<file path="src/rtl/uart_tx_fifo.sv">
// Buffered UART transmitter: byte FIFO feeding an 8N1 serialiser, LSB first.
// Define UART_TX_PARITY_EN to insert an even-parity bit between data and stop.
module uart_tx_fifo #(
    parameter int SYS_CLK_FREQ    = 100000000,
    parameter int BAUD_RATE       = 115200,
    parameter int FIFO_DEPTH_LOG2 = 4
) (
    input  logic                       clk,
    input  logic                       rst,
    input  logic                       wr_en,
    input  logic [7:0]                 wr_data,
    output logic                       full,
    output logic                       empty,
    output logic [FIFO_DEPTH_LOG2:0]   count,
    output logic                       busy,
    output logic                       tx
);

    localparam int CLKS_PER_BIT = SYS_CLK_FREQ / BAUD_RATE;
    localparam int DEPTH        = 1 << FIFO_DEPTH_LOG2;
    localparam int CNT_W        = $clog2(CLKS_PER_BIT);
    localparam logic [CNT_W-1:0]         BAUD_LAST  = CNT_W'(CLKS_PER_BIT - 1);
    localparam logic [FIFO_DEPTH_LOG2:0] COUNT_FULL = (FIFO_DEPTH_LOG2 + 1)'(DEPTH);

    typedef enum logic [2:0] {
        S_IDLE   = 3'd0,
        S_START  = 3'd1,
        S_DATA   = 3'd2,
`ifdef UART_TX_PARITY_EN
        S_PARITY = 3'd4,
`endif
        S_STOP   = 3'd3
    } state_t;

`ifdef UART_TX_PARITY_EN
    function automatic logic even_parity(input logic [7:0] d);
        return ^d;
    endfunction
`endif

    logic [7:0]                 r_mem [DEPTH];
    logic [FIFO_DEPTH_LOG2-1:0] r_wr_ptr;
    logic [FIFO_DEPTH_LOG2-1:0] r_rd_ptr;
    logic [FIFO_DEPTH_LOG2:0]   r_count;
    logic                       r_full;
    logic                       r_empty;
    state_t                     r_state;
    logic [CNT_W-1:0]           r_baud_cnt;
    logic [2:0]                 r_bit_idx;
    logic [7:0]                 r_shift;
    logic                       r_tx;
    logic                       r_busy;

    state_t                     w_state_nxt;
    logic [CNT_W-1:0]           w_baud_nxt;
    logic [2:0]                 w_bit_nxt;
    logic [2:0]                 w_bit_inc;
    logic [7:0]                 w_shift_nxt;
    logic                       w_tx_nxt;
    logic                       w_pop;
    logic                       w_wr_acc;
    logic                       w_baud_end;
    logic [FIFO_DEPTH_LOG2:0]   w_count_nxt;

    assign w_wr_acc   = wr_en & ~r_full;
    assign w_baud_end = (r_baud_cnt == BAUD_LAST);
    assign w_bit_inc  = r_bit_idx + 3'd1;

    // Next-state, line value and pop request for the serialiser FSM.
    always_comb begin
        w_state_nxt = r_state;
        w_baud_nxt  = r_baud_cnt + CNT_W'(1);
        w_bit_nxt   = r_bit_idx;
        w_shift_nxt = r_shift;
        w_tx_nxt    = r_tx;
        w_pop       = 1'b0;
        case (r_state)
            S_IDLE: begin
                w_baud_nxt = '0;
                if (!r_empty) begin
                    w_pop       = 1'b1;
                    w_shift_nxt = r_mem[r_rd_ptr];
                    w_tx_nxt    = 1'b0;
                    w_state_nxt = S_START;
                end else begin
                    w_tx_nxt    = 1'b1;
                    w_state_nxt = S_IDLE;
                end
            end
            S_START: begin
                if (w_baud_end) begin
                    w_baud_nxt  = '0;
                    w_bit_nxt   = 3'd0;
                    w_tx_nxt    = r_shift[0];
                    w_state_nxt = S_DATA;
                end else begin
                    w_state_nxt = S_START;
                end
            end
            S_DATA: begin
                if (w_baud_end) begin
                    w_baud_nxt = '0;
                    if (r_bit_idx == 3'd7) begin
`ifdef UART_TX_PARITY_EN
                        w_tx_nxt    = even_parity(r_shift);
                        w_state_nxt = S_PARITY;
`else
                        w_tx_nxt    = 1'b1;
                        w_state_nxt = S_STOP;
`endif
                    end else begin
                        w_bit_nxt = w_bit_inc;
                        w_tx_nxt  = r_shift[w_bit_inc];
                    end
                end else begin
                    w_state_nxt = S_DATA;
                end
            end
`ifdef UART_TX_PARITY_EN
            S_PARITY: begin
                if (w_baud_end) begin
                    w_baud_nxt  = '0;
                    w_tx_nxt    = 1'b1;
                    w_state_nxt = S_STOP;
                end else begin
                    w_state_nxt = S_PARITY;
                end
            end
`endif
            S_STOP: begin
                if (w_baud_end) begin
                    w_baud_nxt = '0;
                    // Chain straight into the next start bit when data is waiting.
                    if (!r_empty) begin
                        w_pop       = 1'b1;
                        w_shift_nxt = r_mem[r_rd_ptr];
                        w_tx_nxt    = 1'b0;
                        w_state_nxt = S_START;
                    end else begin
                        w_tx_nxt    = 1'b1;
                        w_state_nxt = S_IDLE;
                    end
                end else begin
                    w_state_nxt = S_STOP;
                end
            end
            default: begin
                w_baud_nxt  = '0;
                w_tx_nxt    = 1'b1;
                w_state_nxt = S_IDLE;
            end
        endcase
    end

    // FIFO occupancy update from accepted writes and pops.
    always_comb begin
        w_count_nxt = r_count;
        case ({w_wr_acc, w_pop})
            2'b10:   w_count_nxt = r_count + 1'b1;
            2'b01:   w_count_nxt = r_count - 1'b1;
            default: w_count_nxt = r_count;
        endcase
    end

    // Storage array; contents are qualified by the pointers, so no reset needed.
    always_ff @(posedge clk) begin
        if (w_wr_acc) begin
            r_mem[r_wr_ptr] <= wr_data;
        end
    end

    // FIFO pointers, occupancy and flags.
    always_ff @(posedge clk or posedge rst) begin
        if (rst) begin
            r_wr_ptr <= '0;
            r_rd_ptr <= '0;
            r_count  <= '0;
            r_full   <= 1'b0;
            r_empty  <= 1'b1;
        end else begin
            if (w_wr_acc) begin
                r_wr_ptr <= r_wr_ptr + 1'b1;
            end
            if (w_pop) begin
                r_rd_ptr <= r_rd_ptr + 1'b1;
            end
            r_count <= w_count_nxt;
            r_full  <= (w_count_nxt == COUNT_FULL);
            r_empty <= (w_count_nxt == '0);
        end
    end

    // Serialiser state, counters and registered line outputs.
    always_ff @(posedge clk or posedge rst) begin
        if (rst) begin
            r_state    <= S_IDLE;
            r_baud_cnt <= '0;
            r_bit_idx  <= 3'd0;
            r_shift    <= 8'd0;
            r_tx       <= 1'b1;
            r_busy     <= 1'b0;
        end else begin
            r_state    <= w_state_nxt;
            r_baud_cnt <= w_baud_nxt;
            r_bit_idx  <= w_bit_nxt;
            r_shift    <= w_shift_nxt;
            r_tx       <= w_tx_nxt;
            r_busy     <= (w_state_nxt != S_IDLE);
        end
    end

    assign full  = r_full;
    assign empty = r_empty;
    assign count = r_count;
    assign busy  = r_busy;
    assign tx    = r_tx;

endmodule

</file>
<file path="config.mk">
export PLATFORM = sky130hd
export DESIGN_NAME = uart_tx_fifo
export DESIGN_NICKNAME = d
export VERILOG_FILES = /design/src/rtl/uart_tx_fifo.sv
export SDC_FILE = /design/constraint.sdc
export NUM_CORES = 1
export LEC_CHECK = 0
export ABC_AREA = 1
export ABC_CLOCK_PERIOD_IN_PS = 2400
export BUFFER_PORTS_ARGS = -buffer_cell sky130_fd_sc_hd__buf_2
export CORE_AREA = 2 2 137 139
export CTS_CLUSTER_DIAMETER = 200
export DETAILED_ROUTE_END_ITERATION = 8
export DIE_AREA = 0 0 139 141
export GPL_TIMING_DRIVEN = 0
export PLACE_DENSITY = 0.65
export SYNTH_ARGS = -nofsm -noshare
export SYNTH_HDL_FRONTEND = slang
export SYNTH_SLANG_ARGS = --single-unit
</file>
<file path="constraint.sdc">
create_clock -name clk -period 2.4 [get_ports clk]
set_input_delay 0.12 -clock clk [delete_from_list [all_inputs] [get_ports clk]]
set_output_delay 0.12 -clock clk [all_outputs]
set_load 0.01 [all_outputs]
</file>
# Word level (Yosys, flattened, before mapping)
# Memory sizes are Yosys's and may differ from the RTL's.
# Index checks and enable logic that the tools add are counted.
# op_classes
n_addsub	6
mul	0
n_div	0
order_cmp	1
eq_ne	12
shifts	0
n_mux	29
bitwise	2
n_reduce_logical	9
# op_table
cell	count
10-bit 2-to-1 mux	2
3-bit 2-to-1 mux	6
8-bit 2-to-1 mux	2
8-bit one-hot mux with 2 select lines	1
3-bit one-hot mux with 4 select lines	1
1-bit 2-to-1 mux	11
10-bit by 1-bit adder with 10-bit output, second input constant	1
10-bit equality test, second input constant	1
5-bit one-hot mux with 2 select lines	1
4-bit by 1-bit adder with 4-bit output, second input constant	2
2-bit != test, second input constant	4
3-bit by 2-bit equality test with 1-bit output, second input constant	2
3-bit one-hot mux with 2 select lines	1
5-bit by 1-bit adder with 5-bit output, second input constant	1
5-bit equality test, second input constant	1
5-bit logical NOT	1
5-bit by 1-bit subtractor with 5-bit output, second input constant	1
3-bit by 4-bit < comparator with 1-bit output, second input constant	1
1-bit one-hot mux with 4 select lines	1
4-bit AND reduction	1
2-bit nonzero test	2
3-bit by 1-bit adder with 3-bit output, second input constant	1
1-bit binary-select mux with 3-bit select	1
3-bit by 1-bit equality test with 1-bit output, second input constant	1
12 further kinds	12
# word_totals
regBits	41
latchBits	0
ram_bits	128
romBits	0
input_bits	11
output_inout_bits	9
wordCells	71
n_memories	1
# mem_list
memory	depth	word_bits	read_ports	rd_clocked_by_memory_dff	wr	line_no	source
r_mem	16	8	1	0	1	41	logic [7:0] r_mem [DEPTH];

# Longest topological paths before layout
# depth
ltp_word	6
depth_mapped	20
ltp_nobuf	20

# Least setup slack after synthesis
# OpenSTA, ideal clock, no wires.
# synth_path
kind	register to register
start	register r_baud_cnt[0]
end	register r_full, in the netlist full
t_arrival_ns	2.476
t_required_ns	2.329
slack_ns	-0.147
path_stages_with_launch	16
path_buffers	1
cell_sequence	dfrtp_1 ha_1 nand2_1 nor2_4 nand3_4 nand2_4 nand2_1 inv_1 clkbuf_1 ha_1 inv_1 o21ai_0 or2_2 nor2_1 nand3_1 nor2_1
# synth_between
elab_chain_len	6
word_cells_on_any_way	7
cone_classes	eq/ne: 4; mux: 3
# synth_rtl
item	line_no	source
from (decl)	48	logic [CNT_W-1:0] r_baud_cnt;
from (signal assigned)	204	r_baud_cnt <= w_baud_nxt;
10-bit equality test (*)	66	assign w_baud_end = (r_baud_cnt == BAUD_LAST);
1-bit 2-to-1 mux (*)	131	if (w_baud_end) begin
1-bit one-hot mux with 2 select lines (*)	77	case (r_state)
2-bit by 1-bit equality test with 1-bit output or 2-bit equality test (tied branches)	158	case ({w_wr_acc, w_pop})
5-bit one-hot mux with 2 select lines (*)	158	
net w_count_nxt[1]	63	logic [FIFO_DEPTH_LOG2:0] w_count_nxt;
5-bit equality test (*)	188	r_full <= (w_count_nxt == COUNT_FULL);
to (signal assigned)	188	
to (decl)	45	logic r_full;
# Mark *: on every way through the listed nets, which the timed path passes. The rest lies on a longest branch.
# A chain may end at the register's enable or synchronous reset.

# Worst setup path in the final report
# layout_path
start	register r_baud_cnt[1]
end	register r_full, in the netlist full
# Same word-level chain as after synthesis.

==> summary.md <==
| Metric | Value |
|---|---|
| Worst hold stages | 1 |
| Sequential fraction of design power | 40.0% |
| First-pass GRT wire length | 24.93 mm |
| Portion of total power attributed to the clock network | 27.3% |
| Switching part of the total | between 30 and 40% |
| Total Die Area | 0.01960 mm2 |
| Slowest stage delay, CP | 0.40 ns |
| Cell area reported after detailed placement | 0.007528 mm2 |
| Netlist Area Pre-Place | 0.007139 mm2 |
| Level count of the clock H-tree | 4 |
| Starting Density | 39.08% |
| Endpoint of the most critical register-to-register path | full |
| Required time of the critical path | 2.71 ns |
| Final WS setup | approximately 0.1 ns |
| Maximum number of buffers from clock root to sink | 2 |
| Height of the chip | 141 um |
| Combined global-route utilization of all metal layers | between 15 and 20% |
| Post-route design area | 0.008290 mm2 |
| Source-to-sink clock delay at the later pin of the worst-skew pair | ~0.42 ns |
| Relative slew margins | 37.90% |
| Transition time at the pin with the least slew margin | approximately 0.93 ns |
| Footprint of the multi-input gates | 0.002102 mm2 |
| Number of warning messages in the yosys log | 0 |
| Kind of launch point of the worst setup path | register |
| Via-to-Cell Ratio | about 5.4 |
| Largest net degree at the start of global routing | 42 |
| Inserted Clock Buffers | 17 |
| CTS clk-pin slew, worst paths | 0.07 ns |
| Worst slack after detailed placement | -0.4204 ns |
| Cell count of the worst reg-to-reg path | 19 |
| Max capacitance violation total | 0 |
| I/O pin cnt | 20 |
| Worst VDD drop | 0.0006538 V |
| Setup repair after global routing missed its margin | true |
| TritonCTS clock tree | done |
| Total number of vias | approximately 4700 |
| Static Leakage | around 0.003 uW |
| Hpwl dp | 10.89 mm |
| R2R Setup Slk | 0.10 ns |
| Number of global-route vias before repair | roughly 4700 |
| Drt first-iter violations | 428 |
| Final count of negative-setup-slack endpoints | 0 |
| Worst Path Max Fanout | 5 |
| Critical register-to-register path startpoint | r_baud_cnt[1] |
| Critical path capture point type | register |
| Share of layout cells above drive strength 1 | 17.21% |
| Detail Route Antenna Nets | 0 |
| Class of the tightest hold or removal check | primary input to register |
| Hold violation count in the final report | 0 |
| Psw | 3488 uW |
| Number of sinks driven by the clock tree | 169 |
| RePlAce Congestion | roughly 0.83 |
| Mapped Avg Cell Area | ~12 um2 |
| Initial antenna violation count | 0 |
| Combinational share of power | approximately a third |
| Syn Inst Count | 574 |
| Count of TritonRoute iterations in the first routing pass | 5 |
| Mapped Nets | about 600 |
| Wirelength per Cell | 18.52 um |
| Clock root cell | sky130_fd_sc_hd__clkbuf_16 |
| Synth cell types | 42 |
| Number of synthesized register bits | about 170 |
| Register area share after synthesis | 68.24% |
| Result of the run | complete, no violations |
| Final Core Density | 45.38% |
| Count of fill cells added during filler insertion | roughly 1600 |
| Gr ovfl total | 0 |
| Terminating pin of the worst hold path | r_mem[14][1] |
| Startpoint of the lowest-slack hold path | wr_data[1] |
| Arrival time worst endpoint | 2.61 ns |
| Setup clock skew after layout | 0.007043 ns |
| Core Area | 0.01827 mm2 |
| Pwr per Cell Area | 1154 mW/mm2 |
| WS Path Type | register to register |
| Power Internal | 6083 uW |
| Area growth syn-to-layout | 16.12% |
| Min cycle time layout | 2.299 ns |
| Routed wire length | 16.17 mm |
| Max-slew violation count | 0 |
| Die width | around 140 um |
| Number of buffers inserted by port buffering | 19 |
| Area of all sequential standard cells | 0.004872 mm2 |
| Peak Freq | roughly 430 MHz |
| Critical Path, Cell by Cell | ha_4 > nand2_2 > nor2_4 > nand3_4 > nand2_4 > nand4_1 > nand2_1 > inv_2 > ha_1 > a21oi_2 > inv_1 > nand3_2 > inv_2 > nand3_2 > nand3_1 > nand2_1 > nand2_2 > inv_1 > nor2_2 |
| Number of antenna repair diodes | 0 |
| Setup Total Neg Slack | 0 ns |
| Final-stage net count | 647 |
| Number of rows created at floorplan | 50 |
| # DRC | 0 |
| Period utilization | a little over nine tenths |
| Slowest cell on crit path | sky130_fd_sc_hd__dfrtp_1 |
[state kept, by name, indices dropped and copies added (netlist names)]
| name | cells |
|---|---|
| r_state | 3 |
| tx | 1 |
| r_wr_ptr | 4 |
| full | 1 |
| r_shift | 8 |
| r_rd_ptr | 4 |
| count | 5 |
| busy | 1 |
| r_mem | 128 |
| r_bit_idx | 3 |
| empty | 1 |
| r_baud_cnt | 10 |
[repair_timing]
action                                  4_1_cts  5_1_grt
buffers inserted                              3       10
gates resized for setup                      10       16
endpoints found under the setup margin        5        5
endpoints found under the hold margin        39        0
pin swaps                                     2       14
hold buffers                                  1        0
[how the worst max path moves through the flow]
stage | start | endpoint | slack [ns]
after floorplan | r_baud_cnt[0] | full | 0.02
after CTS | r_baud_cnt[0] | full | 0.02
after detailed placement | r_baud_cnt[0] | full | -0.42
after global routing | r_baud_cnt[1] | full | -0.03
final | r_baud_cnt[1] | full | 0.10
after global placement | r_baud_cnt[0] | full | -0.32
[worst max-delay path, delay by kind of cell, from the launching register on]
kind / cells / cell delay (ns)
adder cells (fa/ha/maj): 2 / 0.35
flip-flops: 1 / 0.40
AO/OA/AOI/OAI: 1 / 0.14
AND/OR/NAND/NOR: 12 / 1.07
buffers and inverters: 4 / 0.23
[per-stage QoR]
stage	power, uW	hold WS (ns)	instances
floorplan	5799	0.2189	574
global placement	6645	0.4725	827
detailed placement	6783	0.3624	827
CTS	9437	0.07954	863
global route	10080	0.08710	873
finish	9571	0.09422	873
[synthesized netlist by cell type (all sizes together)]
master | instances | area, um2
nand4 | 7 | 50.05
o21ai | 44 | 224.0
o211ai | 11 | 82.58
buf | 6 | 28.77
nor3b | 3 | 22.52
nand2 | 47 | 191.4
mux2i | 21 | 210.2
xor2 | 10 | 87.58
o22ai | 1 | 6.260
o31ai | 1 | 7.510
o21a | 1 | 7.510
a221oi | 1 | 8.760
o221ai | 21 | 183.9
clkinv | 4 | 15.01
or2 | 2 | 12.51
edfxtp | 128 | 3844
clkbuf | 19 | 71.32
ha | 10 | 125.1
inv | 34 | 127.6
a31oi | 10 | 62.56
dfrtp | 39 | 975.9
nand3 | 21 | 140.1
dfstp | 2 | 52.55
a21oi | 8 | 51.30
o32ai | 11 | 96.34
conb | 1 | 3.750
nor2 | 102 | 400.4
nor3 | 7 | 35.03
and3 | 1 | 6.260
xnor2 | 1 | 8.760
[final cells by class]
type	instances	share of cell area [%]
Clock inverter	14	1.645
Timing Repair Buffer	33	2.445
Clock buffer	18	5.177
Tap cell	234	3.532
Multi-Input combinational cell	342	25.35
Inverter	38	1.720
Sequential cell	169	58.77
Buffer	25	1.358
[layer usage]
metal / GRT usage, % / vias up / share of wire, %
li1: - / 2194 / -
met5: 0 / - / 0
met2: 28.88 / 170 / 49
met4: 5.476 / 0 / 2.1
met1: 20.77 / 2294 / 42
met3: 4.348 / 26 / 6.8
[layout by cell type, fill, tap and decap left out, types with 5 or more instances in the layout]
cell,synthesis,layout
sky130_fd_sc_hd__o21ai_0,41,39
sky130_fd_sc_hd__nand4_1,6,6
sky130_fd_sc_hd__clkbuf_16,0,17
sky130_fd_sc_hd__clkbuf_1,19,18
sky130_fd_sc_hd__nand3_1,17,14
sky130_fd_sc_hd__inv_1,29,26
sky130_fd_sc_hd__nor3_1,7,7
sky130_fd_sc_hd__xor2_1,10,10
sky130_fd_sc_hd__dfrtp_1,39,39
sky130_fd_sc_hd__a21oi_1,7,6
sky130_fd_sc_hd__ha_1,10,8
sky130_fd_sc_hd__mux2i_1,21,21
sky130_fd_sc_hd__o32ai_1,11,11
sky130_fd_sc_hd__inv_2,5,9
sky130_fd_sc_hd__buf_4,0,13
sky130_fd_sc_hd__edfxtp_1,128,128
sky130_fd_sc_hd__o211ai_1,11,11
sky130_fd_sc_hd__a31oi_1,10,10
sky130_fd_sc_hd__buf_2,5,24
sky130_fd_sc_hd__nand3_2,2,5
sky130_fd_sc_hd__nand2_1,43,41
sky130_fd_sc_hd__nor2_1,99,97
sky130_fd_sc_hd__o221ai_1,21,21
[cell families after synthesis]
logic type	count (synthesis)	share of synthesized area (%)
xor+xnor	11	1.349
other cells	1	0.05253
fa+ha+maj	10	1.753
flops	169	68.24
compound gates	109	10.24
mux	21	2.944
simple gates	190	12.02
buf+inv	63	3.400
[power groups by stage]
| stage | clock network (uW) | registers [uW] | logic, uW |
|---|---|---|---|
| floorplan | 0 | 3850 | 1950 |
| global placement | 0 | 3860 | 2780 |
| detailed placement | 0 | 3890 | 2900 |
| CTS | 2640 | 3830 | 2970 |
| global route | 2790 | 3870 | 3420 |
| finish | 2610 | 3830 | 3130 |
(Power assumes the default switching activity.)
